<file path="config.mk">
export PLATFORM = sky130hd
export DESIGN_NAME = etapa_busqueda
export DESIGN_NICKNAME = d
export VERILOG_FILES = /design/src/rtl/etapa_busqueda.sv
export SDC_FILE = /design/constraint.sdc
export NUM_CORES = 1
export LEC_CHECK = 0
export ABC_AREA = 1
export BUFFER_PORTS_ARGS = -buffer_cell sky130_fd_sc_hd__buf_4
export CORE_MARGIN = 3
export CORE_UTILIZATION = 38
export CTS_BUF_LIST = sky130_fd_sc_hd__clkbuf_16
export DETAILED_ROUTE_END_ITERATION = 10
export GPL_ROUTABILITY_DRIVEN = 0
export GPL_TIMING_DRIVEN = 0
export PLACE_DENSITY = 0.63
export SYNTH_ARGS = -nofsm -noshare
export SYNTH_HDL_FRONTEND = slang
export SYNTH_SLANG_ARGS = --single-unit
</file>
<file path="constraint.sdc">
create_clock -name clk -period 2.9 [get_ports clk]
set_input_delay 0.29 -clock clk [delete_from_list [all_inputs] [get_ports clk]]
set_output_delay 0.29 -clock clk [all_outputs]
set_load 0.02 [all_outputs]
</file>
<file path="src/rtl/etapa_busqueda.sv">
// MIPS32 instruction-fetch stage: program counter, req/ack fetch from instruction
// memory and the instruction register presented to controlpath.
//
// state    | meaning
// INICIO   | just out of reset, no request yet
// PEDIR    | mem_req high at mem_dir = pc, waiting for mem_ack
// ENTREGAR | IR valid, waiting for instr_lista to advance pc
module etapa_busqueda #(
   parameter logic [31:0] PC_RESET = 32'h0000_0000
) (
   input  logic        clk,
   input  logic        rst_n,
   output logic        mem_req,
   output logic [31:0] mem_dir,
   input  logic        mem_ack,
   input  logic [31:0] mem_dato,
   output logic [5:0]  instruccion,
   output logic [5:0]  CampoFuncion,
   output logic [4:0]  rs,
   output logic [4:0]  rt,
   output logic [4:0]  rd,
   output logic [15:0] inmediato,
   output logic [31:0] pc,
   output logic [31:0] pc_mas4,
   output logic        instr_valida,
   input  logic        instr_lista,
   input  logic        selFuentePc,
   input  logic [31:0] desplazamiento
);

   typedef enum logic [1:0] {INICIO, PEDIR, ENTREGAR} state_t;

   state_t      r_state;
   state_t      w_state_nxt;
   logic [31:0] r_ir;
   logic [31:0] r_pc;
   logic        w_ld_ir;
   logic        w_ld_pc;
   logic [31:0] w_offset;
   logic [31:0] w_pc_nxt;

   always_ff @(posedge clk or negedge rst_n) begin
      if (!rst_n) begin
         r_state <= INICIO;
      end else begin
         r_state <= w_state_nxt;
      end
   end

   // Handshake outputs decode straight from state so an async reset drops them at once.
   always_comb begin
      w_state_nxt  = r_state;
      mem_req      = 1'b0;
      instr_valida = 1'b0;
      w_ld_ir      = 1'b0;
      w_ld_pc      = 1'b0;
      case (r_state)
         INICIO: begin
            w_state_nxt = PEDIR;
         end
         PEDIR: begin
            mem_req = 1'b1;
            if (mem_ack) begin
               w_ld_ir     = 1'b1;
               w_state_nxt = ENTREGAR;
            end
         end
         ENTREGAR: begin
            instr_valida = 1'b1;
            if (instr_lista) begin
               w_ld_pc     = 1'b1;
               w_state_nxt = PEDIR;
            end
         end
         default: begin
            w_state_nxt = INICIO;
         end
      endcase
   end

   assign w_offset = desplazamiento << 2;
   assign pc_mas4  = r_pc + 32'd4;
   assign w_pc_nxt = (selFuentePc ? (pc_mas4 + w_offset) : pc_mas4) & 32'hFFFF_FFFC;

   always_ff @(posedge clk or negedge rst_n) begin
      if (!rst_n) begin
         r_ir <= 32'h0000_0000;
         r_pc <= {PC_RESET[31:2], 2'b00};
      end else begin
         if (w_ld_ir) begin
            r_ir <= mem_dato;
         end
         if (w_ld_pc) begin
            r_pc <= w_pc_nxt;
         end
      end
   end

   assign pc           = r_pc;
   assign mem_dir      = r_pc;
   assign instruccion  = r_ir[31:26];
   assign rs           = r_ir[25:21];
   assign rt           = r_ir[20:16];
   assign rd           = r_ir[15:11];
   assign inmediato    = r_ir[15:0];
   assign CampoFuncion = r_ir[5:0];

endmodule

</file>
# Yosys cells after proc, flatten, opt, wreduce, memory -nomap -nowiden
# Index checks and enable logic that the tools add are counted.
[totals] reg_bits=64 inputBits=69 output_inout_bits=141 elab_cells=21
[op_classes] n_addsub=2 n_eq_ne=4 n_mux=10 reduce_logical=2
[ops] op="$add 32x3->32 const B" n=1
[ops] op="$add 32x32->32" n=1
[ops] op="$mux 32" n=1
[ops] op="$mux 1" n=6
[ops] op="$pmux 2 s3" n=1
[ops] op="$mux 2" n=2
[ops] op="$ne 2x2->1 const B" n=2
[ops] op="$eq 2x1->1 const B" n=1
[ops] op="$eq 2x2->1 const B" n=1
[ops] op="$logic_not 2->1" n=1
[ops] op="$reduce_and 2->1" n=1

# Longest topological paths before layout
[depth] ltp_word=3 ltp_mapped=26 mapped_depth_nobuf=26

# Worst setup path after synthesis
# No wires, ideal clock.
[synth_timing] path_kind="register to register" startpoint="reg r_pc[2], in the netlist mem_dir[2]" endpoint="reg r_pc[23], in the netlist mem_dir[23]" setup_time_ns=0.117 arrival_ns=2.769 required_ns=2.783 path_slack_ns=0.014 stages_incl_launch_ff=20 n_path_buf=0 synth_period_minus_slack_ns=2.886 path_cell_list="dfrtp_1 > ha_1 > nand2_1 > nor2_1 > nand2_1 > nor2_1 > nand3_1 > o21ai_1 > inv_1 > ha_1 > nand2_1 > nor2_1 > and2_1 > nand2_1 > nand2_1 > nand2_1 > nand3_1 > nand3_1 > nand2_1 > nand2_1"
[synth_via] elab_chain_len=3
[synth_rtl] item="from (decl)" line_no="36" source="logic [31:0] r_pc;"
[synth_rtl] item="from (signal assigned)" line_no="88" source="r_pc <= {PC_RESET[31:2], 2'b00};"
[synth_rtl] item="from (signal assigned)" line_no="94" source="r_pc <= w_pc_nxt;"
[synth_rtl] item="$add 32x3->32" line_no="82" source="assign pc_mas4 = r_pc + 32'd4;"
[synth_rtl] item="named net pc_mas4[14]" line_no="24" source="output logic [31:0] pc_mas4,"
[synth_rtl] item="$add 32x32->32" line_no="83" source="assign w_pc_nxt = (selFuentePc ? (pc_mas4 + w_offset) : pc_mas4) & 32'hFFFF_FFFC;"
[synth_rtl] item="$mux 32" line_no="83"
# The timed path passes the listed nets, and every way through them passes these cells.
# A chain may end at the register's enable or synchronous reset.

# Worst setup path after layout
[layout_timing] startpoint="reg r_pc[3], in the netlist mem_dir[3]" endpoint="reg r_pc[14], in the netlist mem_dir[14]"
[layout_via] elab_chain_len=3
[layout_rtl] item="$add 32x3->32 (*)" line_no="82"
[layout_rtl] item="$add 32x32->32" line_no="83"
[layout_rtl] item="$mux 32 (*)" line_no="83"
# Mark *: on every way between the ends. The rest lies on a longest branch, timed or not.

==> impl_metrics.toml <==
[die]
start_util_pct = 39.3
core_sq_mm = 0.0154
die_h_um = 132
die_x_um = 132
io_pins = 210
core.rowCount = 45
dieArea_sq_mm = 0.0175

[synthesis]
avgSynthCellArea_sq_um = 6.71
synthTopCellsByArea = "dfrtp_1, nand2_1, inv_1"
synth_top_area_cell = "dfrtp_1"
synthArstFlopShare_pct = 100
synth_edf_count = 0
synth_cells = 901
yosys_warnings = 0
yosysTopAreaCellShare_pct = 26.5
ys.flop_type = "dfrtp_1"
yosysSeqAreaShare_pct = 26.5
syn_area_sq_mm = 0.00605
yosysUniqueCellTypes = 40
ys_ff_latch = 64

[detailed_routing]
drt_wl_total_mm = 22.8
wl_met1_mm = 9.47
drc = 0
ant_nets = 0
highest_layer = "met4"
firstDrtPassIters = 5
drt-vias-per-instance = 4.92
dr_wl_met2_mm = 11.2
dr_wl_met3_mm = 1.64
vias = 6853
first_iter_violations = 504
wl_per_cell_um = 16.3

[cts]
cts_buffer_depth = 2
cts.clk_slew.worst_paths_ns = 0.06
root_buffer = "clkbuf_16"
postCtsHoldBufs = 0
cts_sinks = 64
insertion_delay_ns = 0.33
cts_made_buffers = 9
cts_tree = "yes"
cts_max_level = 3

[finish]
drive_gt1_share_pct = 47.9
fin_area_sq_mm = 0.00964
antenna_cells = 0
area_growth_syn_to_layout_pct = 59.5
fillers = 1315
nNetsFinal = 1283

[global_routing]
grt_pass1_vias = 6128
grt_start_max_net_pins = 65
grt_pass1_wl_mm = 32.3
grt_overflow_total = 0
track_usage_pct = 22.8
antenna_found_initial = 0

[power]
power.total_mw = 11.5
worst_ir_drop_vdd_v = 0.000604
cellInternalPower_mw = 5.80
seq_power_share_pct = 15.8
net-switching-power_mw = 5.74
power.density_mw_per_mm2 = 1200
share_comb_of_total_power_pct = 74.1
clock_power_share_pct = 10.1
leakage_nw = 5.02
p_sw_share_pct = 49.8

[sta]
post-route-period-util_pct = 102
finalHoldViolCount = 0
setup_viol = 2
setup_ws_ns = -0.0666
fin_crit_ns = 2.97
grt_setup_unrepaired = "yes"
slew-limit-headroom_pct = 44.5
slew_violations = 0
worst_pin_slew_ns = 0.832
fmax_ghz = 0.337
clock_skew_ns = 0.00642

[run]
maxCapViolations = 0

[place]
place_area_sq_mm = 0.00783
hpwl_mm = 16.7
io_buffers = 200

[critical_path]
worst_path_largest_cell_delay_ns = 0.40
r2r.worst_path.cells = 16
critPathLaunchType = "flop"
cpLargestDelayFamily = "simple AND/OR/NAND/NOR gates"
required_ns = 3.09
reg2reg_slack_ns = -0.07
path_cells = "buf_6 -> nand2_8 -> nor2_8 -> nand2_8 -> nor2_4 -> nand2_2 -> xor2_2 -> inv_2 -> ha_4 -> a21oi_4 -> o21bai_4 -> nand3b_1 -> buf_4 -> xor2_2 -> o21ai_2 -> o21ai_1"
crit_buf_inv = 3
cp-startpoint = "mem_dir[3]"
path_max_fanout = 4
crit_arrival_ns = 3.16
worst_setup_path_end_kind = "flop"
critPathKind = "reg2reg"
timing.rr.end = "mem_dir[14]"
rr_startpoint = "mem_dir[3]"
crit_slowest_cell = "dfrtp_1"

[hold_path]
min_path_type = "in2async"

[status]
violations = "negative setup slack"
outcome = "finished, violations left"
logic make-up (layout without fill, tap and decap cells):
kind of cell	count (synthesis)	count (layout)	synth area share (%)
XOR/XNOR	25	25	3.75
AND/OR/NAND/NOR	455	455	32.4
buffers and inverters	191	467	14.9
multiplexers	32	32	5.96
flip-flops	64	64	26.5
other	1	6	0.0620
adder cells (fa/ha/maj)	37	37	7.78
AO/OA/AOI/OAI	96	96	8.65
power groups by stage:
stage / sequential, mW / combinational [mW] / clock (mW)
final: 1.83 / 8.55 / 1.16
after global routing: 1.89 / 9.16 / 1.22
after CTS: 1.81 / 7.27 / 1.17
after detailed placement: 1.87 / 6.76 / 0
after global placement: 1.86 / 6.72 / 0
after floorplan: 2.25 / 3.84 / 0
stage by stage:
stage / worst slack, ns / hold WS [ns] / setup TNS [ns] / cells / utilization, %
after floorplan: 0.0137 / -0.00559 / 0 / 906 / -
after global placement: -0.495 / 0.438 / -7.13 / 1317 / 50.9
after detailed placement: -0.532 / 0.442 / -7.55 / 1317 / 50.9
after CTS: -0.0244 / 0.0942 / -0.0386 / 1354 / 55.7
after global routing: -0.160 / 0.131 / -1.31 / 1393 / 62.7
final: -0.0666 / 0.0594 / -0.0751 / 1393 / 62.7
cells in the mapped netlist (all sizes together), types with 6 or more instances:
| cell | number |
|---|---|
| nor3 | 12 |
| dfrtp | 64 |
| xnor2 | 6 |
| nand2 | 289 |
| nand3 | 55 |
| inv | 129 |
| clkbuf | 8 |
| ha | 36 |
| mux2 | 32 |
| nand4 | 11 |
| buf | 53 |
| a21oi | 42 |
| nor2 | 80 |
| xor2 | 19 |
| o21bai | 6 |
| o21ai | 38 |
timing repair:
item | in CTS | in global routing
resized for setup | 66 | 171
pin swaps | 14 | 66
setup buffers | 21 | 39
endpoints found under the setup margin | 22 | 23
flip-flops by register name (all words and copies together) (netlist names):
name / flops
mem_dir: 30
r_ir: 32
r_state: 2
cells in the final DEF (no fill, tap or decap), types with 8 or more instances in the layout:
cell,instances
a21oi_1,25
a21oi_2,15
buf_4,304
clkbuf_1,8
clkbuf_16,9
dfrtp_1,45
dfrtp_2,19
ha_1,12
ha_4,23
inv_1,109
inv_2,17
mux2_2,32
nand2_1,240
nand2_2,34
nand2_4,13
nand3_1,46
nand3_2,9
nand4_1,11
nor2_1,45
nor2_2,13
nor2_4,20
o21ai_0,18
o21ai_1,15
xor2_2,10
layer usage:
layer	vias to the layer above	track usage, %
li1	3343	-
met1	3139	30.4
met2	336	39.3
met3	35	2.71
met4	0	5.78
met5	-	0
cell type report:
cell class	count	area, sq um	area share [%]
clock inverter	7	95.1	0.986
timing repair buffer	260	1970	20.4
clock buffer	9	225	2.34
tap	211	264	2.74
multi-input combinational	651	4550	47.2
inverter	130	497	5.15
sequential	64	1630	16.9
buffer	61	413	4.28
how the worst max path moves through the flow:
stage	to	cells after the start
after global routing	mem_dir[14]	16
after floorplan	mem_dir[23]	19
after global placement	mem_dir[30]	18
after CTS	mem_dir[23]	19
final	mem_dir[14]	16
after detailed placement	mem_dir[23]	19
No activity file was read; power rests on OpenSTA's default activity.
